**src/rtl/gt_input_unit.sv**
```systemverilog
// gt_input_unit: serial pads + PS/2 keyboard capture into the Gigatron IN byte; define GT_INPUT_PARITY_EN to reject bad-parity frames
module gt_input_unit #(
  parameter int NUM_PADS    = 2,
  parameter int FIFO_DEPTH  = 8,
  parameter int HOLD_FRAMES = 2,
  parameter int TIMEOUT_CYC = 4096,
  parameter int SYNC_STAGES = 2
) (
  input  logic                          CLK,
  input  logic                          RST,
  input  logic [NUM_PADS-1:0]           SER_DATA,
  input  logic                          HSYNC,
  input  logic                          VSYNC,
  input  logic                          KBCLK,
  input  logic                          KBDTA,
  output logic [7:0]                    IN_DATA,
  output logic                          KEY_ACTIVE,
  output logic [$clog2(FIFO_DEPTH):0]   FIFO_LEVEL,
  output logic                          OVF,
  output logic [7:0]                    PAR_ERR_CNT
);
  localparam int AW = $clog2(FIFO_DEPTH);
  localparam int LW = AW + 1;
  localparam int SW = NUM_PADS + 4;
  localparam int TW = $clog2(TIMEOUT_CYC + 1);
  localparam int HW = $clog2(HOLD_FRAMES + 1);
  typedef enum logic [1:0] {K_IDLE, K_DATA, K_PARITY, K_STOP} kb_state_t;
  typedef enum logic {P_PAD, P_KEY} pres_state_t;
  logic [SW-1:0] sync_q [SYNC_STAGES];
  logic [SW-1:0] sync_d [SYNC_STAGES];
  logic [SW-1:0] prev_q, prev_d, s;
  logic [7:0] sr_q [NUM_PADS];
  logic [7:0] sr_d [NUM_PADS];
  logic [7:0] pad_q [NUM_PADS];
  logic [7:0] pad_d [NUM_PADS];
  kb_state_t kb_q, kb_d;
  logic [2:0] bit_q, bit_d;
  logic [7:0] shf_q, shf_d;
  logic [TW-1:0] tmo_q, tmo_d;
  logic push_q, push_d;
  logic [7:0] push_byte_q, push_byte_d;
  logic [7:0] mem_q [FIFO_DEPTH];
  logic [7:0] mem_d [FIFO_DEPTH];
  logic [AW-1:0] wr_q, wr_d, rd_q, rd_d;
  logic [LW-1:0] lvl_q, lvl_d;
  logic ovf_q, ovf_d;
  pres_state_t pres_q, pres_d;
  logic [HW-1:0] hold_q, hold_d;
  logic [7:0] key_q, key_d, in_q, in_d, merged;
  logic act_q, act_d;
  logic hs_rise, vs_rise, kb_fall, kb_bit, tmo, ok, pop, push_ok;
`ifdef GT_INPUT_PARITY_EN
  logic par_q, par_d;
  logic [7:0] perr_q, perr_d;
`endif
  assign s = sync_q[SYNC_STAGES-1];
  // next-state logic: synchronisers, pad shifters, PS/2 receiver, FIFO and frame presenter
  always_comb begin
    sync_d[0] = {KBDTA, KBCLK, VSYNC, HSYNC, SER_DATA};
    for (int i = 1; i < SYNC_STAGES; i++) sync_d[i] = sync_q[i-1];
    prev_d = s;
    hs_rise = s[NUM_PADS] & ~prev_q[NUM_PADS];
    vs_rise = s[NUM_PADS+1] & ~prev_q[NUM_PADS+1];
    kb_fall = ~s[NUM_PADS+2] & prev_q[NUM_PADS+2];
    kb_bit = s[NUM_PADS+3];
    merged = 8'hFF;
    for (int i = 0; i < NUM_PADS; i++) begin
      sr_d[i] = hs_rise ? {sr_q[i][6:0], s[i]} : sr_q[i];
      pad_d[i] = vs_rise ? sr_q[i] : pad_q[i];
      merged = merged & pad_d[i];
    end
`ifdef GT_INPUT_PARITY_EN
    ok = par_q;
    par_d = !kb_fall ? par_q : kb_q == K_IDLE ? 1'b0 : par_q ^ kb_bit;
    perr_d = (kb_fall && kb_q == K_STOP && !par_q && perr_q != 8'hFF) ? perr_q + 8'd1 : perr_q;
`else
    ok = 1'b1;
`endif
    kb_d = kb_q;
    bit_d = bit_q;
    shf_d = shf_q;
    push_d = 1'b0;
    push_byte_d = push_byte_q;
    tmo_d = kb_fall ? '0 : (tmo_q == TW'(TIMEOUT_CYC) ? tmo_q : tmo_q + 1'b1);
    tmo = kb_q != K_IDLE && tmo_q == TW'(TIMEOUT_CYC);
    if (kb_fall) begin
      case (kb_q)
        K_IDLE: begin
          kb_d = kb_bit ? K_IDLE : K_DATA;
          bit_d = 3'd0;
        end
        K_DATA: begin
          shf_d = {kb_bit, shf_q[7:1]};
          bit_d = bit_q + 3'd1;
          kb_d = bit_q == 3'd7 ? K_PARITY : K_DATA;
        end
        K_PARITY: kb_d = K_STOP;
        K_STOP: begin
          kb_d = K_IDLE;
          push_d = kb_bit & ok;
          push_byte_d = shf_q;
        end
      endcase
    end else if (tmo) kb_d = K_IDLE;
    pop = 1'b0;
    pres_d = pres_q;
    hold_d = hold_q;
    key_d = key_q;
    if (vs_rise) begin
      if (pres_q == P_PAD || hold_q == HW'(1)) begin
        pop = lvl_q != '0;
        pres_d = pop ? P_KEY : P_PAD;
        hold_d = pop ? HW'(HOLD_FRAMES) : '0;
        key_d = pop ? mem_q[rd_q] : key_q;
      end else hold_d = hold_q - 1'b1;
    end
    push_ok = push_q && lvl_q != LW'(FIFO_DEPTH);
    ovf_d = ovf_q | (push_q & ~push_ok);
    mem_d = mem_q;
    if (push_ok) mem_d[wr_q] = push_byte_q;
    wr_d = push_ok ? wr_q + 1'b1 : wr_q;
    rd_d = pop ? rd_q + 1'b1 : rd_q;
    lvl_d = lvl_q + LW'(push_ok) - LW'(pop);
    in_d = pres_d == P_KEY ? key_d : merged;
    act_d = pres_d == P_KEY;
  end
  // state registers
  always_ff @(posedge CLK or posedge RST) begin
    if (RST) begin
      sync_q <= '{default: '1};
      prev_q <= '1;
      sr_q <= '{default: 8'hFF};
      pad_q <= '{default: 8'hFF};
      kb_q <= K_IDLE;
      bit_q <= 3'd0;
      shf_q <= 8'h00;
      tmo_q <= '0;
      push_q <= 1'b0;
      push_byte_q <= 8'h00;
      mem_q <= '{default: 8'h00};
      wr_q <= '0;
      rd_q <= '0;
      lvl_q <= '0;
      ovf_q <= 1'b0;
      pres_q <= P_PAD;
      hold_q <= '0;
      key_q <= 8'hFF;
      in_q <= 8'hFF;
      act_q <= 1'b0;
`ifdef GT_INPUT_PARITY_EN
      par_q <= 1'b0;
      perr_q <= 8'h00;
`endif
    end else begin
      sync_q <= sync_d;
      prev_q <= prev_d;
      sr_q <= sr_d;
      pad_q <= pad_d;
      kb_q <= kb_d;
      bit_q <= bit_d;
      shf_q <= shf_d;
      tmo_q <= tmo_d;
      push_q <= push_d;
      push_byte_q <= push_byte_d;
      mem_q <= mem_d;
      wr_q <= wr_d;
      rd_q <= rd_d;
      lvl_q <= lvl_d;
      ovf_q <= ovf_d;
      pres_q <= pres_d;
      hold_q <= hold_d;
      key_q <= key_d;
      in_q <= in_d;
      act_q <= act_d;
`ifdef GT_INPUT_PARITY_EN
      par_q <= par_d;
      perr_q <= perr_d;
`endif
    end
  end
  assign IN_DATA = in_q;
  assign KEY_ACTIVE = act_q;
  assign FIFO_LEVEL = lvl_q;
  assign OVF = ovf_q;
`ifdef GT_INPUT_PARITY_EN
  assign PAR_ERR_CNT = perr_q;
`else
  assign PAR_ERR_CNT = 8'h00;
`endif
endmodule
```
**config.mk**
```make
export PLATFORM = sky130hd
export DESIGN_NAME = gt_input_unit
export DESIGN_NICKNAME = d
export VERILOG_FILES = /design/src/rtl/gt_input_unit.sv
export SDC_FILE = /design/constraint.sdc
export NUM_CORES = 1
export LEC_CHECK = 0
export CAP_MARGIN = 20
export CORE_ASPECT_RATIO = 1.5
export CORE_UTILIZATION = 40
export DETAILED_ROUTE_END_ITERATION = 6
export GPL_TIMING_DRIVEN = 0
export SYNTH_ARGS = -nofsm -noshare
export SYNTH_HDL_FRONTEND = slang
export SYNTH_SLANG_ARGS = --single-unit
```
**constraint.sdc**
```tcl
create_clock -name CLK -period 12.8 [get_ports CLK]
set_clock_uncertainty 0.2 [all_clocks]
set_input_delay 1.28 -clock CLK [delete_from_list [all_inputs] [get_ports CLK]]
set_output_delay 1.28 -clock CLK [all_outputs]
set_load 0.01 [all_outputs]
```
== Word-level counts from Yosys, hierarchy flattened ==
Index checks and enable logic that the tools add are counted.

* Register bits: 178
* Bits of input ports: 8
* Output and inout bits: 22
* Word-level logic and storage cells: 101

* $add $sub $neg: 7
* Magnitude comparators: 3
* Equality and inequality tests: 8
* Mux-type cells: 29
* Bitwise logic cells: 13
* Reduce and logical (&&, ||, !) cells: 12

{| class="wikitable"
|+ Operators with widths
! cell !! count
|-
| $mux 8 || 9
|-
| $bwmux 64 || 1
|-
| $mux 13 || 2
|-
| $bmux 8 s3 || 1
|-
| $demux 8 s3 || 1
|-
| $add 13x1->13 const B || 1
|-
| $eq 13x13->1 const B || 1
|-
| $mux 2 || 5
|-
| $add 3x1->3 const B || 3
|-
| $and 8x8->8 || 1
|-
| $ge 4x4->1 const B || 2
|-
| $mux 1 || 8
|-
| $not 3->4 || 2
|-
| $pmux 2 s4 || 1
|-
| $pmux 3 s2 || 1
|-
| $reduce_and 2->1 || 3
|-
| $reduce_bool 2->1 || 3
|-
| $not 1->1 || 5
|-
| $add 4x1->4 || 1
|-
| $and 1x1->1 || 4
|-
| $eq 2x1->1 const B || 2
|-
| $eq 2x2->1 const B || 2
|-
| $lt 4x1->1 const B || 1
|-
| $ne 4x4->1 const B || 1
|-
| 9 further kinds || 11
|}

== Depth between registers and ports, before layout ==
Gate-level depths: netlist of run 1.

* Word-level depth: 8
* Depth in mapped cells: 11
* Depth with buffers taken out: 10

== Least setup slack after synthesis of run 1 ==
No wires, ideal clock.

* Kind: flip-flop to flip-flop
* Start: register lvl_q[2], in the netlist FIFO_LEVEL[2]
* End: register lvl_q[2], in the netlist FIFO_LEVEL[2]
* Library setup time: 0.123 ns
* Arrival: 2.372 ns
* Required time: 12.477 ns
* Slack: 10.105 ns
* Cell stages (with the launch flop): 12
* Path buffers: 1
* Period minus slack after synthesis: 2.695 ns
* Path through: dfrtp_1 > inv_1 > ha_1 > nor3b_1 > nor3_2 > buf_4 > ha_1 > inv_1 > ha_1 > inv_1 > fa_1 > xnor2_1

* Cells in the longest elaborated chain, start to end: 4
* Elaborated cells between the ends (all ways): 7
* Classes of those cells: add/sub (2); eq/ne (1); mux (2); reduce/logical (2)

{| class="wikitable"
|+ RTL lines
! element !! line !! text
|-
| start, declared || 45 || <nowiki>logic [LW-1:0] lvl_q, lvl_d;</nowiki>
|-
| start signal, assigned || 168 || <nowiki>lvl_q <= lvl_d;</nowiki>
|-
| $reduce_bool 4->1 || 111 || <nowiki>pop = lvl_q != '0;</nowiki>
|-
| $mux 1 || 110 || <nowiki>if (pres_q == P_PAD || hold_q == HW'(1)) begin</nowiki>
|-
| $mux 1 || 109 || <nowiki>if (vs_rise) begin</nowiki>
|-
| net pop || 51 || <nowiki>logic hs_rise, vs_rise, kb_fall, kb_bit, tmo, ok, pop, push_ok;</nowiki>
|-
| $sub 4x1->4 || 123 || <nowiki>lvl_d = lvl_q + LW'(push_ok) - LW'(pop);</nowiki>
|-
| net lvl_d[2] || 45 ||
|}

The timed path passes the listed nets, and every way through them passes these cells.
A chain may end at the register's enable or synchronous reset.

== Worst setup path in the final report of run 1 ==
* Start: register lvl_q[2], in the netlist FIFO_LEVEL[2]
* End: register lvl_q[1], in the netlist FIFO_LEVEL[1]

Same word-level chain as after synthesis.

==> results of run 1 <==
## path summary, 6_finish.rpt
path                                  to  cells after the start  slack, ps           from
max reg2reg                FIFO_LEVEL[1]                     11       9480  FIFO_LEVEL[2]
max                        FIFO_LEVEL[1]                     11       9480  FIFO_LEVEL[2]
min                            prev_d[5]                      0        160      sync_d[5]
max in group asynchronous      mem_q[60]                      3      10440            RST
min reg2reg                    prev_d[5]                      0        160      sync_d[5]
min in group asynchronous         push_q                      2       1120            RST
## stage by stage
step                      std cells  hold WS [ps]
after global routing            838           159
after CTS                       838           157
after floorplan                 532           145
after global placement          805           146
after detailed placement        806           147
final                           838           156
## critical path, delay by kind of cell, from the launching register on
kind	cells	cell delay (ps)
adder cells (fa/ha/maj)	4	1080
buffers and inverters	5	520
flip-flops	1	380
AND/OR/NAND/NOR	2	1040
## per-layer routing
layer / track usage / vias to the layer above / part of all wire
met4: 0.0576 / 0 / 0.015
met1: 0.160 / 2131 / 0.39
met2: 0.289 / 39 / 0.57
li1: - / 1944 / -
met5: 0 / - / 0
met3: 0.0340 / 16 / 0.023
## registers in the layout, summed over array words and instances (netlist names), 3 cells and up
signal / flops
shf_q: 8
prev_d: 6
sr_q: 16
FIFO_LEVEL: 4
pad_q: 16
key_q: 8
bit_q: 3
mem_q: 64
tmo_q: 13
IN_DATA: 8
wr_q: 3
sync_d: 6
push_byte_q: 8
rd_q: 3
prev_q: 3
## cell usage after synthesis, types with 2 or more instances
cell | count | area (um^2)
buf_2 | 4 | 20.0
o21a_1 | 16 | 120
nand2b_1 | 3 | 18.8
nor3b_4 | 2 | 37.5
dfstp_2 | 63 | 1660
xor2_1 | 4 | 35.0
clkbuf_1 | 8 | 30.0
nand4b_2 | 2 | 30.0
a21oi_1 | 9 | 45.0
o21ai_0 | 10 | 50.1
xnor2_1 | 10 | 87.6
nor2_1 | 16 | 60.1
nand3b_1 | 2 | 15.0
nand2_1 | 28 | 105
nor2b_1 | 4 | 25.0
nor3_1 | 4 | 20.0
mux2_2 | 114 | 1280
inv_1 | 19 | 71.3
dfrtp_1 | 113 | 2830
nand3_1 | 10 | 50.1
ha_1 | 13 | 163
buf_4 | 11 | 82.6
nand4_1 | 2 | 12.5
o2bb2ai_1 | 8 | 70.1
mux2i_1 | 9 | 90.1
buf_1 | 2 | 7.51
or3_1 | 3 | 18.8
mux4_2 | 16 | 360
nor4_1 | 2 | 12.5
nor2_2 | 2 | 12.5
nor4b_1 | 2 | 17.5
## layout make-up
class                   instances  share of cell area
flip-flops and latches        176               0.509
clock buffers                  21              0.0597
well taps                     252              0.0358
multi-input cells             310               0.329
plain buffers                  27              0.0178
clock inverters                11              0.0122
inverters                      19             0.00895
repair buffers                 22              0.0270
## logic make-up (layout without fill, tap and decap cells)
kind of cell | Yosys count | after routing | share of synthesized area
compound gates | 49 | 49 | 0.0472
mux | 139 | 139 | 0.229
flops | 176 | 176 | 0.591
xor+xnor | 14 | 14 | 0.0162
other cells | 1 | 8 | 0.000494
buf+inv | 46 | 100 | 0.0300
fa+ha+maj | 14 | 14 | 0.0241
simple gates | 86 | 86 | 0.0622
## power breakdown
group          total [mW]  switching [mW]  leakage, nW  internal (mW)
combinational       0.359           0.169         1.43          0.189
clock               0.538           0.221        0.316          0.318
sequential          0.777          0.0642         2.20          0.713
total                1.67           0.454         3.94           1.22
==> summary.txt, run 1 <==
Status: finished clean
Mapped Avg Cell Area: 14.4 um^2
CORE AREA: 18500 um^2
Syn Std Cell Area: 7580 um^2
Final core utilization: 0.475
Die area: 19500 um^2
Total grt overflow: 0
Routability congestion estimate: 0.740
Fin worst setup slack: 9480 ps
Tcrit/Tclk final: 0.259
Synth Flop Type: dfrtp_1
Clock Path Buffers: 2
Critical Path RT: 12920 ps
Setup bufs post-CTS: 0
Sequential fraction of the synthesis area: 0.591
Post-DRT Antenna Nets: 0
Worst slew margin: 0.374
DP Wirelength: 9.41 mm
Initial antenna violation count: 0
Clock sinks: 176
Slowest library cell on the worst path: nor3b_1
Crit start category: register
Antenna Cells: 0
Final routed DRC violation total: 0
Most common cell on crit path: inv_1
Routed WL per cell: 15.8 um
I/O Pins: 30
Clk slew on worst S/H paths: 60 ps
Cell Rows: 61
Final Hold Fails: 0
Cts repair resizes: 0
#FFs+latches synth: 176
Slowest stage delay, CP: 760 ps
Multi-input logic area: 2900 um^2
Total CTS buffers: 17
Initial Utilization: 0.409
Vias per cell: 4.93
Mapped Cells: 525
Post-route total power: 1.67 mW
Setup CP Type: register to register
Final setup violating endpoints: 0
Vias: 4130
WL final: 13.3 mm
Die W: 114 um
Worst EP arrival: 3440 ps
Syn-to-layout area delta: 16.1%
Share of cells above drive strength 1: 0.437
Fillcell total: 1629
Max FO, Critical Path: 10
Hold_buf cts: 0
Final Instance Area: 8800 um^2
CP Capture Type: register
Number of max-cap violations: 0
Largest net degree at the start of global routing: 92
DRT Pass-1 Iters: 4
Synth cell types: 45
Die Y: 171 um
Layout Nets: 595
Clk Latency, worst-skew pair: 430 ps
Final count of pins violating max slew: 0
Post-DP Area: 8170 um^2
Count of flip-flops with a built-in enable after synthesis: 0
IO buf count: 21
Synthesis Warnings: 0
RSZ-0062 raised after global routing: false
Root Driver: clkbuf_16
Register area: 4480 um^2
Global Route Usage Sum: 0.152
Maximum VDD drop: 0.0912 mV
Max frequency: 301 MHz
Final worst path period need: 3320 ps
Most frequent cells in the layout: mux2_2, dfrtp_1, dfstp_2, nand2_1
Total negative setup slack: 0 ps
Static Leak: 3.94 nW
P per Cell Area: 190 nW/um^2
Cell chain of the critical path: inv_1 > ha_1 > nor3b_1 > nor3_2 > buf_4 > ha_1 > inv_1 > ha_1 > inv_1 > fa_1 > inv_1
Pre-CTS WS: 9360 ps
Path type of the worst min-delay path: register to register
Vias in the first global route: 4422
CTS tree: done
First DRT Iteration DRCs: 229
Fraction of registers with async set/reset: 1.00
Most common cell after layout, fill and taps aside: mux2_2
H-tree level count: 4
First-pass GRT wire length: 22.4 mm
Slew @ Worst Pin: 936 ps
Note: power is estimated with default switching activity, not from simulation.
==> run 2, diff against run 1 <==
==> constraint.sdc (replaced) <==
create_clock -name CLK -period 3.3 [get_ports CLK]
set_clock_uncertainty 0.2 [all_clocks]
set_input_delay 0.33 -clock CLK [delete_from_list [all_inputs] [get_ports CLK]]
set_output_delay 0.33 -clock CLK [all_outputs]
set_load 0.01 [all_outputs]
==> run 2 against run 1 <==
Via count up 1.2%. Critical path depth unchanged. Die area stayed put. Largest cell class unchanged. Total power increased to 3.8 times the previous value. Sequential power rose to 3.9 times the previous value. Global-route usage is 0.063 points higher. Critical path type unchanged. Non-clock buffer count rose by 3. Core utilization is 0.14 points lower. Setup slack worse by 9000 ps. First-iteration DRC count shrank 14%. Largest power group unchanged.
==> summary.txt, run 2 (synthesized netlist as in run 1, its figures left out) <==
Most frequent cells in the layout: mux2_2, dfrtp_1, dfstp_2, nand2_1, clkdlybuf4s50_1
First-pass GRT wire length: 22.6 mm (+0.80%)
Multi-input logic area: 2910 um^2 (+0.39%)
H-tree level count: 4 (unchanged)
First DRT Iteration DRCs: 196 (-14%)
IO buf count: 21 (unchanged)
Worst EP arrival: 2980 ps (-460 ps)
Slowest stage delay, CP: 470 ps (-290 ps)
Status: finished clean
Most flops, register: mem_q
Number of max-cap violations: 0 (unchanged)
Most common cell after layout, fill and taps aside: mux2_2
CORE AREA: 18500 um^2 (unchanged)
Slowest library cell on the worst path: nor3b_2
RSZ-0062 raised after global routing: false
Vias in the first global route: 4451 (+0.66%)
Setup CP Type: register to register
Antenna Cells: 0 (unchanged)
CTS tree: done
Non-filler cells, final: 841 (+0.36%)
Critical Path RT: 3410 ps (-9510 ps)
Largest regs: mem_q: 64 flops, pad_q: 16 flops, sr_q: 16 flops
Total grt overflow: 0 (unchanged)
Setup bufs post-CTS: 0 (unchanged)
DP Wirelength: 9.83 mm (+4.5%)
CP Capture Type: register
WL final: 13.5 mm (+1.5%)
Cell Rows: 61 (unchanged)
Largest net degree at the start of global routing: 44 (-52%)
Total CTS buffers: 17 (unchanged)
Routability congestion estimate: 0.725 (-2.1%)
Routed WL per cell: 16.0 um (+1.1%)
Final setup violating endpoints: 0 (unchanged)
Syn-to-layout area delta: 15.7%
Global Route Usage Sum: 0.152 (+0.000632)
Max FO, Critical Path: 10 (unchanged)
Hold_buf cts: 0 (unchanged)
P per Cell Area: 717 nW/um^2 (+280%)
Crit start category: register
Max reg flops: 64 (unchanged)
Path type of the worst min-delay path: primary input to async pin
Initial Utilization: 0.409 (unchanged)
Final count of pins violating max slew: 0 (unchanged)
Clk Latency, worst-skew pair: 430 ps (about the same)
Maximum VDD drop: 0.380 mV (+320%)
DRT Pass-1 Iters: 4 (unchanged)
Static Leak: 3.91 nW (-0.90%)
Cell chain of the critical path: inv_1 > ha_1 > nor3b_2 > nor3_4 > buf_4 > ha_1 > inv_1 > ha_1 > inv_1 > fa_1 > xnor2_1
Die area: 19500 um^2 (unchanged)
Initial antenna violation count: 0 (unchanged)
Tcrit/Tclk final: 0.867 (+0.608)
Clock sinks: 176 (unchanged)
Final Hold Fails: 0 (unchanged)
Root Driver: clkbuf_16
Post-DRT Antenna Nets: 0 (unchanged)
Inst Count DP: 809 (+0.37%)
Final worst path period need: 2860 ps (-457 ps)
I/O Pins: 30 (unchanged)
Register area: 4480 um^2 (unchanged)
Final Instance Area: 8780 um^2 (-0.30%)
Final routed DRC violation total: 0 (unchanged)
Clock Path Buffers: 2 (unchanged)
Post-DP Area: 8220 um^2 (+0.60%)
Die Y: 171 um (unchanged)
Cts repair resizes: 1 (+1)
Slew @ Worst Pin: 681 ps (-255 ps)
Clk slew on worst S/H paths: 70 ps (about the same)
Layout Nets: 598 (+0.50%)
Share of cells above drive strength 1: 0.436 (-0.000527)
Vias: 4178 (+1.2%)
Worst slew margin: 0.546 (+0.172)
Max frequency: 349 MHz (+16%)
Die W: 114 um (unchanged)
Fillcell total: 1659 (+1.8%)
Vias per cell: 4.97 (+0.80%)
## run 2: cell count changes in the layout (fill, tap and decap cells not counted), moves of 2 or more
cell,previous run,this run
buf_12,0,4
clkinvlp_4,0,5
clkbuf_16,21,17
clkinv_1,0,2
inv_6,4,1
## run 2: worst paths after layout
check	start	end	slack, ps	cells past startpoint
min in group CLK	VSYNC	sync_d[3]	100	1
setup / recovery	FIFO_LEVEL[2]	FIFO_LEVEL[2]	440	11
max in group asynchronous	RST	pad_q[10]	1850	4
setup reg to reg	FIFO_LEVEL[2]	FIFO_LEVEL[2]	440	11
hold / removal	RST	OVF	100	2
hold reg to reg	sync_d[0]	prev_d[0]	160	0
## run 2: power breakdown
| part | internal (mW) | switching (mW) |
|---|---|---|
| logic | 0.744 | 0.666 |
| registers | 2.77 | 0.253 |
| clock network | 1.03 | 0.831 |
## run 2: area by class of cell
cell class | instances | area share
clock buffers | 18 | 0.0489
clock inverters | 14 | 0.0134
repair buffers | 25 | 0.0331
flip-flops and latches | 176 | 0.511
plain buffers | 27 | 0.0178
well taps | 252 | 0.0359
inverters | 19 | 0.00855
multi-input cells | 310 | 0.332
## run 2: metal layers
layer	track usage	vias to the layer above	part of all wire
li1	-	1947	-
met1	0.163	2173	0.40
met2	0.285	42	0.57
met3	0.0375	16	0.022
met4	0.0582	0	0.015
met5	0	-	0
## run 2: worst max-delay path: cells and delay by family (launching register included)
| kind | cells | cell delay [ps] |
|---|---|---|
| xor gates and xnor gates | 1 | 140 |
| buffers and inverters | 4 | 440 |
| DFF | 1 | 380 |
| and+or+nand+nor | 2 | 620 |
| adders and majority gates | 4 | 970 |
## run 2: metrics by stage
| stage | hold slack [ps] | setup slack [ps] | TNS [ps] | power (mW) | util |
|---|---|---|---|---|---|
| after floorplan | 134 | 569 | 0 | 4.00 | - |
| after global placement | 146 | -740 | -82000 | 4.42 | 0.439 |
| after detailed placement | 147 | -116 | -288 | 4.50 | 0.443 |
| after CTS | 81.7 | 194 | 0 | 6.39 | 0.473 |
| after global routing | 85.5 | 187 | 0 | 6.66 | 0.473 |
| final | 100 | 438 | 0 | 6.29 | 0.473 |
==> run 3, diff against run 2 <==
--- a/config.mk
+++ b/config.mk
@@ -10,6 +10,7 @@
 export CORE_UTILIZATION = 40
 export DETAILED_ROUTE_END_ITERATION = 6
 export GPL_TIMING_DRIVEN = 0
+export RECOVER_POWER = 50
 export SYNTH_ARGS = -nofsm -noshare
 export SYNTH_HDL_FRONTEND = slang
 export SYNTH_SLANG_ARGS = --single-unit
==> run 3 against run 2 <==
Count of clock-buffer cells in the layout is the same. Via count rose by 0.26%. Design area is 0.33% lower. Non-clock buffer count unchanged. Critical path type unchanged. Wire length down 0.13%. Sequential cell count did not move. Global-route usage is the same. Cell count unchanged. Register-to-register slack hardly changed. Clock power hardly changed. Die area did not move. Critical endpoint unchanged.
==> summary.txt, run 3 (synthesized netlist as in run 1, its figures left out) <==
Clock Path Buffers: 2 (unchanged)
Die Y: 171 um (unchanged)
Post-route total power: 6.28 mW (-0.18%)
Clock power share: 0.297 (about the same)
Antenna Cells: 0 (unchanged)
Worst EP arrival: 2980 ps (about the same)
Final Hold Fails: 0 (unchanged)
Crit start category: register
Clk slew on worst S/H paths: 70 ps (about the same)
WL final: 13.4 mm (-0.13%)
Vias per cell: 4.98 (+0.26%)
DP Wirelength: 9.83 mm (unchanged)
Number of max-cap violations: 0 (unchanged)
Share of cells above drive strength 1: 0.430 (-0.00679)
Most common cell after layout, fill and taps aside: mux2_2
R2R setup slack: 430 ps (about the same)
Critical R2R Launch: FIFO_LEVEL[2]
Tcrit/Tclk final: 0.868 (+0.00125)
P_sw: 1.74 mW (-0.33%)
Final count of pins violating max slew: 0 (unchanged)
Status: finished clean
Layout Nets: 598 (unchanged)
CP Capture Type: register
Cts repair resizes: 1 (unchanged)
Max reg flops: 64 (unchanged)
CTS tree: done
Setup bufs post-CTS: 0 (unchanged)
Total CTS buffers: 17 (unchanged)
IO buf count: 21 (unchanged)
Flop pwr share: 0.481 (about the same)
Clock sinks: 176 (unchanged)
Critical Path RT: 3420 ps (about the same)
Hold Path Depth: 0
Slew @ Worst Pin: 1090 ps (+408 ps)
Setup CP Type: register to register
Vias: 4189 (+0.26%)
Syn-to-layout area delta: 15.4%
First DRT Iteration DRCs: 188 (-4.1%)
Hold_buf cts: 0 (unchanged)
Die W: 114 um (unchanged)
WHS Endpoint: prev_d[0]
Global Route Usage Sum: 0.152 (unchanged)
Reg2Reg Capture Point: FIFO_LEVEL[2]
Total negative setup slack: 0 ps (unchanged)
Root Driver: clkbuf_16
Largest regs: mem_q: 64 flops, pad_q: 16 flops, sr_q: 16 flops
Routed WL per cell: 16.0 um (-0.13%)
Worst slew margin: 0.274 (-0.272)
Max FO, Critical Path: 10 (unchanged)
Final worst path period need: 2870 ps (+4.12 ps)
Die area: 19500 um^2 (unchanged)
Internal: 4.54 mW (-0.12%)
Hold Path Origin: sync_d[0]
Post-DRT Antenna Nets: 0 (unchanged)
Static Leak: 3.90 nW (-0.15%)
Comb power frac: 0.222 (-0.002)
CORE AREA: 18500 um^2 (unchanged)
H-tree level count: 4 (unchanged)
Vias in the first global route: 4451 (unchanged)
Final routed DRC violation total: 0 (unchanged)
Path type of the worst min-delay path: register to register
First-pass GRT wire length: 22.6 mm (unchanged)
I/O Pins: 30 (unchanged)
Initial antenna violation count: 0 (unchanged)
Final setup violating endpoints: 0 (unchanged)
Clk Latency, worst-skew pair: 430 ps (about the same)
Final hold slack: 158 ps (+57.2 ps)
Max frequency: 349 MHz (-0.14%)
Largest net degree at the start of global routing: 44 (unchanged)
Total grt overflow: 0 (unchanged)
DRT Pass-1 Iters: 4 (unchanged)
Fillcell total: 1662 (+0.18%)
Most frequent cells in the layout: mux2_2, dfrtp_1, dfstp_2, nand2_1, inv_1
Maximum VDD drop: 0.380 mV (about the same)
RSZ-0062 raised after global routing: false
Routability congestion estimate: 0.725 (unchanged)
Reg2Reg Depth: 11 (unchanged)
Initial Utilization: 0.409 (unchanged)
Switching part of the total: 0.278 (-0.000409)
Cell Rows: 61 (unchanged)
Most flops, register: mem_q
Final core utilization: 0.472 (-0.00155)
P per Cell Area: 718 nW/um^2 (+0.15%)
## run 3: changes by cell type in the layout (fill, tap and decap cells not counted), moves of 3 or more
cell             delta
dlygate4sd3_1       +7
clkdlybuf4s50_1     -7
dfstp_1             +3
dfstp_2             -3
## run 3: power groups by stage
stage / Sequential (mW) / Combinational (mW) / Clock [mW]
floorplan: 3.01 / 0.988 / 0
global placement: 3.04 / 1.38 / 0
detailed placement: 3.07 / 1.44 / 0
CTS: 3.03 / 1.44 / 1.92
global route: 3.08 / 1.57 / 2.01
finish: 3.02 / 1.40 / 1.87
## run 3: worst max-delay path: stages (launching register included)
cell and delay [ps]:
dfrtp_1 380, inv_1 100, ha_1 150, nor3b_2 470
nor3_4 150, buf_4 220, ha_1 290, inv_1 60
ha_1 160, inv_1 60, fa_1 370, xnor2_1 140
## run 3: metrics by stage
| stage | cell area (um^2) | instances | setup WS [ps] |
|---|---|---|---|
| 3_3_place_gp | 8140 | 805 | -740 |
| 5_1_grt | 8750 | 841 | 187 |
| 3_5_place_dp | 8220 | 809 | -116 |
| 4_1_cts | 8770 | 841 | 194 |
| 6_report | 8750 | 841 | 434 |
| 2_1_floorplan | 7610 | 532 | 569 |
## run 3: worst max path at each step
stage | to | slack [ps] | startpoint | cells after the start
floorplan | FIFO_LEVEL[0] | 570 | RST | 1
finish | FIFO_LEVEL[2] | 430 | FIFO_LEVEL[2] | 11
global placement | hold_q[0] | -740 | RST | 2
CTS | FIFO_LEVEL[3] | 190 | FIFO_LEVEL[2] | 11
detailed placement | FIFO_LEVEL[2] | -120 | FIFO_LEVEL[2] | 11
global route | FIFO_LEVEL[2] | 190 | FIFO_LEVEL[2] | 11
## run 3: layout make-up
class	count	area, um^2	share of cell area
sequential	176	4480	0.512
multi-input combinational	310	2900	0.331
clock buffer	18	429	0.0491
tap	252	315	0.0360
timing repair buffer	25	275	0.0315
buffer	27	156	0.0179
clock inverter	14	118	0.0134
inverter	19	72.6	0.00830
## run 3: metal layers
| layer | global-route usage | share of wire | up-vias |
|---|---|---|---|
| met5 | 0 | 0 | - |
| met3 | 0.0375 | 0.022 | 16 |
| met4 | 0.0582 | 0.015 | 0 |
| li1 | - | - | 1951 |
| met1 | 0.163 | 0.39 | 2177 |
| met2 | 0.285 | 0.57 | 45 |
